===== src/rtl/rc4_engine.sv =====
// RC4 decryption engine: S-box init, key scheduling and keystream XOR over an
// encrypted message, driving external single-port S RAM, message ROM and plaintext RAM.
module rc4_engine #(
  parameter int KEY_BYTES  = 3,
  parameter int MSG_LEN    = 32,
  parameter bit CHECK_TEXT = 1'b1,
  localparam int MA        = (MSG_LEN > 1) ? $clog2(MSG_LEN) : 1
) (
  input  logic                   clk,
  input  logic                   reset,
  input  logic                   start,
  input  logic [8*KEY_BYTES-1:0] key,
  output logic                   busy,
  output logic                   done,
  output logic                   pass,
  output logic [7:0]             s_addr,
  output logic [7:0]             s_wdata,
  output logic                   s_wren,
  input  logic [7:0]             s_rdata,
  output logic [MA-1:0]          m_addr,
  input  logic [7:0]             m_rdata,
  output logic [MA-1:0]          d_addr,
  output logic [7:0]             d_wdata,
  output logic                   d_wren,
  output logic [2:0]             state_dbg
);

  localparam int KW = (KEY_BYTES > 1) ? $clog2(KEY_BYTES) : 1;

  // Handshake: start is sampled only in IDLE; busy rises the cycle after accept,
  // done pulses for one cycle with busy low, and pass stays valid until the next accept.
  typedef enum logic [2:0] {
    IDLE = 3'd0,
    INIT = 3'd1,
    KSA  = 3'd2,
    PRGA = 3'd3,
    DONE = 3'd4
  } state_t;

  state_t                 state;
  logic [2:0]             sub;
  logic [7:0]             i, j, si, sj;
  logic [MA-1:0]          k;
  logic [KW-1:0]          kidx;
  logic [8*KEY_BYTES-1:0] key_r;

  logic [7:0] key_byte, j_ksa, j_prga, plain;
  logic       plain_ok, abort;

  assign state_dbg = state;

  always_comb begin
    key_byte = 8'h00;
    for (int b = 0; b < KEY_BYTES; b++)
      if (kidx == KW'(b)) key_byte = key_r[8*(KEY_BYTES-1-b) +: 8];
  end

  // New j is needed in the same cycle the S[i] read data arrives, so it is formed from s_rdata.
  assign j_ksa    = j + s_rdata + key_byte;
  assign j_prga   = j + s_rdata;
  assign plain    = s_rdata ^ m_rdata;
  assign plain_ok = (plain == 8'h20) || ((plain >= 8'h61) && (plain <= 8'h7A));
  assign abort    = CHECK_TEXT && !plain_ok;

  always_comb begin
    s_addr  = 8'h00;
    s_wdata = 8'h00;
    s_wren  = 1'b0;
    m_addr  = '0;
    d_addr  = '0;
    d_wdata = 8'h00;
    d_wren  = 1'b0;
    case (state)
      INIT: begin
        s_addr  = i;
        s_wdata = i;
        s_wren  = 1'b1;
      end
      KSA: begin
        case (sub)
          3'd0: s_addr = i;
          3'd1: s_addr = j_ksa;
          3'd3: begin
            s_addr  = i;
            s_wdata = sj;
            s_wren  = 1'b1;
          end
          3'd4: begin
            s_addr  = j;
            s_wdata = si;
            s_wren  = 1'b1;
          end
          default: ;
        endcase
      end
      PRGA: begin
        case (sub)
          3'd0: s_addr = i + 8'd1;
          3'd1: s_addr = j_prga;
          3'd2: begin
            s_addr  = i;
            s_wdata = s_rdata;
            s_wren  = 1'b1;
          end
          3'd3: begin
            s_addr  = j;
            s_wdata = si;
            s_wren  = 1'b1;
          end
          3'd4: begin
            s_addr = si + sj;
            m_addr = k;
          end
          3'd5: begin
            d_addr  = k;
            d_wdata = plain;
            d_wren  = 1'b1;
          end
          default: ;
        endcase
      end
      default: ;
    endcase
  end

  always_ff @(posedge clk) begin
    if (reset) begin
      state <= IDLE;
      sub   <= 3'd0;
      i     <= 8'h00;
      j     <= 8'h00;
      si    <= 8'h00;
      sj    <= 8'h00;
      k     <= '0;
      kidx  <= '0;
      key_r <= '0;
      busy  <= 1'b0;
      done  <= 1'b0;
      pass  <= 1'b0;
    end else begin
      case (state)
        IDLE: begin
          done <= 1'b0;
          if (start) begin
            state <= INIT;
            key_r <= key;
            i     <= 8'h00;
            j     <= 8'h00;
            sub   <= 3'd0;
            kidx  <= '0;
            busy  <= 1'b1;
            pass  <= 1'b0;
          end
        end
        INIT: begin
          i <= i + 8'd1;
          if (i == 8'hFF) begin
            state <= KSA;
            sub   <= 3'd0;
          end
        end
        KSA: begin
          case (sub)
            3'd1: begin
              si  <= s_rdata;
              j   <= j_ksa;
              sub <= 3'd2;
            end
            3'd2: begin
              sj  <= s_rdata;
              sub <= 3'd3;
            end
            3'd4: begin
              sub  <= 3'd0;
              i    <= i + 8'd1;
              kidx <= (kidx == KW'(KEY_BYTES-1)) ? '0 : kidx + 1'b1;
              // i wraps to 0 on its own, which is the PRGA starting value.
              if (i == 8'hFF) begin
                state <= PRGA;
                j     <= 8'h00;
                k     <= '0;
              end
            end
            default: sub <= sub + 3'd1;
          endcase
        end
        PRGA: begin
          case (sub)
            3'd0: begin
              i   <= i + 8'd1;
              sub <= 3'd1;
            end
            3'd1: begin
              si  <= s_rdata;
              j   <= j_prga;
              sub <= 3'd2;
            end
            3'd2: begin
              sj  <= s_rdata;
              sub <= 3'd3;
            end
            3'd5: begin
              sub <= 3'd0;
              if (abort || (k == MA'(MSG_LEN-1))) begin
                state <= DONE;
                busy  <= 1'b0;
                done  <= 1'b1;
                pass  <= !abort;
              end else begin
                k <= k + 1'b1;
              end
            end
            default: sub <= sub + 3'd1;
          endcase
        end
        DONE: begin
          done  <= 1'b0;
          state <= IDLE;
        end
        default: state <= IDLE;
      endcase
    end
  end

endmodule


===== config.mk =====
export PLATFORM = sky130hd
export DESIGN_NAME = rc4_engine
export DESIGN_NICKNAME = d
export VERILOG_FILES = /design/src/rtl/rc4_engine.sv
export SDC_FILE = /design/constraint.sdc
export NUM_CORES = 1
export LEC_CHECK = 0
export BUFFER_PORTS_ARGS = -buffer_cell sky130_fd_sc_hd__buf_2
export CAP_MARGIN = 10
export CORE_MARGIN = 5
export CORE_UTILIZATION = 55
export CTS_CLUSTER_SIZE = 16
export DETAILED_ROUTE_END_ITERATION = 10
export PLACE_DENSITY = 0.78
export SYNTH_ARGS = -nofsm -noshare
export SYNTH_HDL_FRONTEND = slang
export SYNTH_SLANG_ARGS = --single-unit

===== constraint.sdc =====
create_clock -name clk -period 4.6 [get_ports clk]
set_clock_uncertainty 0.05 [all_clocks]
set_input_delay 0.46 -clock clk [delete_from_list [all_inputs] [get_ports clk]]
set_output_delay 0.46 -clock clk [all_outputs]
set_load 0.02 [all_outputs]

==> impl_metrics.yaml <==
outcome:
  outcome: "complete, no violations"
hold_path:
  whs_path_depth: 3
  min_to: "key_r[22]"
  hp-class: "primary input to flop"
  worstHoldStart: "key[22]"
sta:
  report.final.slew_viol_count: 0
  fmax_mhz: 227
  tightestPinTransition_ps: 989
  tns_ps: 0
  rsz0062_at_grt: "no"
  hold_viol_final: 0
  finalSetupViolations: 0
  fin_crit_ps: 4410
  maxSlewHeadroom_pct: 34.0
  post-route-period-util_pct: 95.8
yosys:
  synth_edf_count: 0
  synth.net_count: 775
  synth_top_flop_cell: "dfxtp_1"
  synthArstFlopShare_pct: 0
  synth_area_per_cell_um2: 7.54
  synth_seq_area_share_pct: 27.3
  syn_area_um2: 5280
  syn_inst: 700
  ys_seq_elements: 72
  ys_types: 68
  ys_warn_count: 0
power_and_ir_drop:
  p_int_mw: 0.984
  p_sw_mw: 0.408
  vdd_drop_max_uv: 177
  combPwrFrac_pct: 15.4
  pwr-share-seq_pct: 46.6
  total_leakage_power_nw: 2.44
  swShare_pct: 29.3
  p_per_area_nw_per_um2: 235
  clkPwrFrac_pct: 38.0
finish:
  final_area_um2: 5920
  layout-drive-gt1-share_pct: 15.9
  seq_area_um2: 1440
  fillers: 887
  multiInputGateArea_um2: 3590
  nNetsFinal: 832
  n_antenna_cell: 0
  area_growth_pct: 12.1
  mostFrequentLayoutCell: "nand2_1"
  final_cell_mix: "nand2_1 (119), buf_2 (84), a21oi_1 (81)"
worst_setup_path:
  r2r-end: "j[7]"
  rr_worst_depth: 11
  cp.arrival_ps: 3900
  r2r-start: "j[0]"
  r2r_setup_slack_ps: 1140
  worstSetupEndpointType: "primary output"
  path_class: "flop to primary output"
  path_max_fanout: 4
  start_kind: "flop"
  crit_required_ps: 4090
grt:
  grt_pass1_wl_um: 27300
  grt_pass1_vias: 5248
  grt_antenna_before_repair: 0
  grt_max_degree: 51
  grtUsageTotal_pct: 29.5
  grt_overflow_total: 0
place:
  numPortBuffers: 84
  place_area_um2: 5720
  dp_hpwl_um: 12700
  place_congestion: 0.977
floorplanning:
  ios: 85
  dieHeight_um: 108
  initial_utilization_pct: 56.9
  rows: 35
  die_area_um2: 11700
  chipWidth_um: 108
  coreArea_um2: 9280
run:
  max_cap_viol_count: 0
clock_network:
  clk_pin_slew_ps: 80
  htreeDepth: 3
  cts_hold_buf: 0
  clk_path_buf_depth: 2
  cts_tree: "done"
  cts_sinks: 72
  post-cts-setup-buffers: 0
  cts_resized: 0
  cts_buffers: 9
  clk_latency_ps: 370
  clock-root-buffer: "clkbuf_8"
detailed_routing:
  viasPerCell: 6.32
  num_vias: 5635
  drc: 0
  wl_um: 17200
  drt_pass1_iterations: 6
  drtIter0Drc: 510
  wire_per_inst_um: 19.3
  drtAntennaViolNets: 0
[how the worst max path moves through the flow]
| stage | depth (start not counted) | endpoint | startpoint | slack, ps |
|---|---|---|---|---|
| global route | 13 | s_addr[7] | j[0] | 20 |
| finish | 12 | s_addr[7] | j[0] | 190 |
| global placement | 13 | s_addr[7] | s_rdata[0] | 510 |
| detailed placement | 13 | s_addr[7] | s_rdata[0] | 440 |
| floorplan | 11 | s_addr[7] | s_rdata[0] | 990 |
| CTS | 12 | s_addr[7] | j[0] | 240 |
[cell families after synthesis]
kind of cell | share of synthesized area [%]
AO/OA/AOI/OAI | 28.3
XOR/XNOR | 4.95
adder cells (fa/ha/maj) | 8.01
buffers and inverters | 4.74
flip-flops | 27.3
multiplexers | 2.96
AND/OR/NAND/NOR | 23.8
[layer usage]
metal / GRT usage [%] / routed length (µm)
met1: 39.4 / 7030
met2: 49.2 / 8120
met5: 0 / 0
met3: 4.12 / 1610
met4: 9.65 / 452
[stage by stage]
stage / power [mW] / setup WS (ps) / instances / hold WS [ps] / utilization (%)
floorplan: 0.803 / 990 / 700 / 386 / -
global placement: 0.870 / 508 / 875 / 395 / 61.6
finish: 1.39 / 195 / 891 / 274 / 63.8
global route: 1.44 / 21.6 / 891 / 282 / 63.8
detailed placement: 0.874 / 439 / 875 / 399 / 61.6
CTS: 1.39 / 243 / 891 / 269 / 63.8
[state kept, by name, indices dropped and copies added, names as in the netlist, 3 cells and up]
register / count
key_r: 24
j: 8
si: 8
k: 5
sub: 3
state_dbg: 3
i: 8
sj: 8
[synth_stat cells, drive strengths merged (4+ instances only)]
cell / n / share of area [%]
xor2: 11 / 1.8
inv: 18 / 1.3
nor3b: 5 / 0.71
nand2b: 9 / 1.1
o211ai: 8 / 1.1
or3: 5 / 0.59
a22oi: 18 / 2.6
nand3: 11 / 1.0
a222oi: 7 / 1.3
o21ai: 32 / 3.0
and2: 13 / 1.5
a22o: 8 / 1.3
mux2i: 13 / 2.5
a221o: 7 / 1.3
or2: 4 / 0.47
a211oi: 10 / 1.4
xnor2: 18 / 3.1
and3: 6 / 0.81
nor2: 51 / 3.6
a31oi: 4 / 0.47
a21oi: 81 / 7.7
nor2b: 12 / 1.4
ha: 29 / 6.9
o22ai: 7 / 0.83
dfxtp: 72 / 27
nor3: 15 / 1.6
a32oi: 5 / 0.83
buf: 16 / 1.5
a21o: 12 / 1.7
clkbuf: 27 / 1.9
nand2: 119 / 8.5
[cell type report]
class / instances / area share [%]
clock buffer: 11 / 2.39
clock inverter: 5 / 0.951
inverter: 18 / 1.14
multi-input combinational: 567 / 60.7
sequential: 72 / 24.3
tap: 129 / 2.73
timing repair buffer: 89 / 7.73
[critical path, cell delays in order (launching register included)]
cell       delay (ps)
dfxtp_1           400
ha_1              250
fa_1              270
a211oi_1          120
or4b_2            650
o2111ai_1         180
ha_1              330
a211o_1           300
o22ai_1           170
xnor2_1           280
mux2i_1           240
o221ai_1          150
buf_2             190
[power groups by stage]
stage	Combinational, mW	Sequential [mW]	Clock, mW
2_1_floorplan	0.141	0.662	0
3_3_place_gp	0.207	0.663	0
3_5_place_dp	0.210	0.664	0
4_1_cts	0.212	0.649	0.534
5_1_grt	0.235	0.651	0.558
6_report	0.214	0.649	0.529
(Power assumes the default switching activity.)
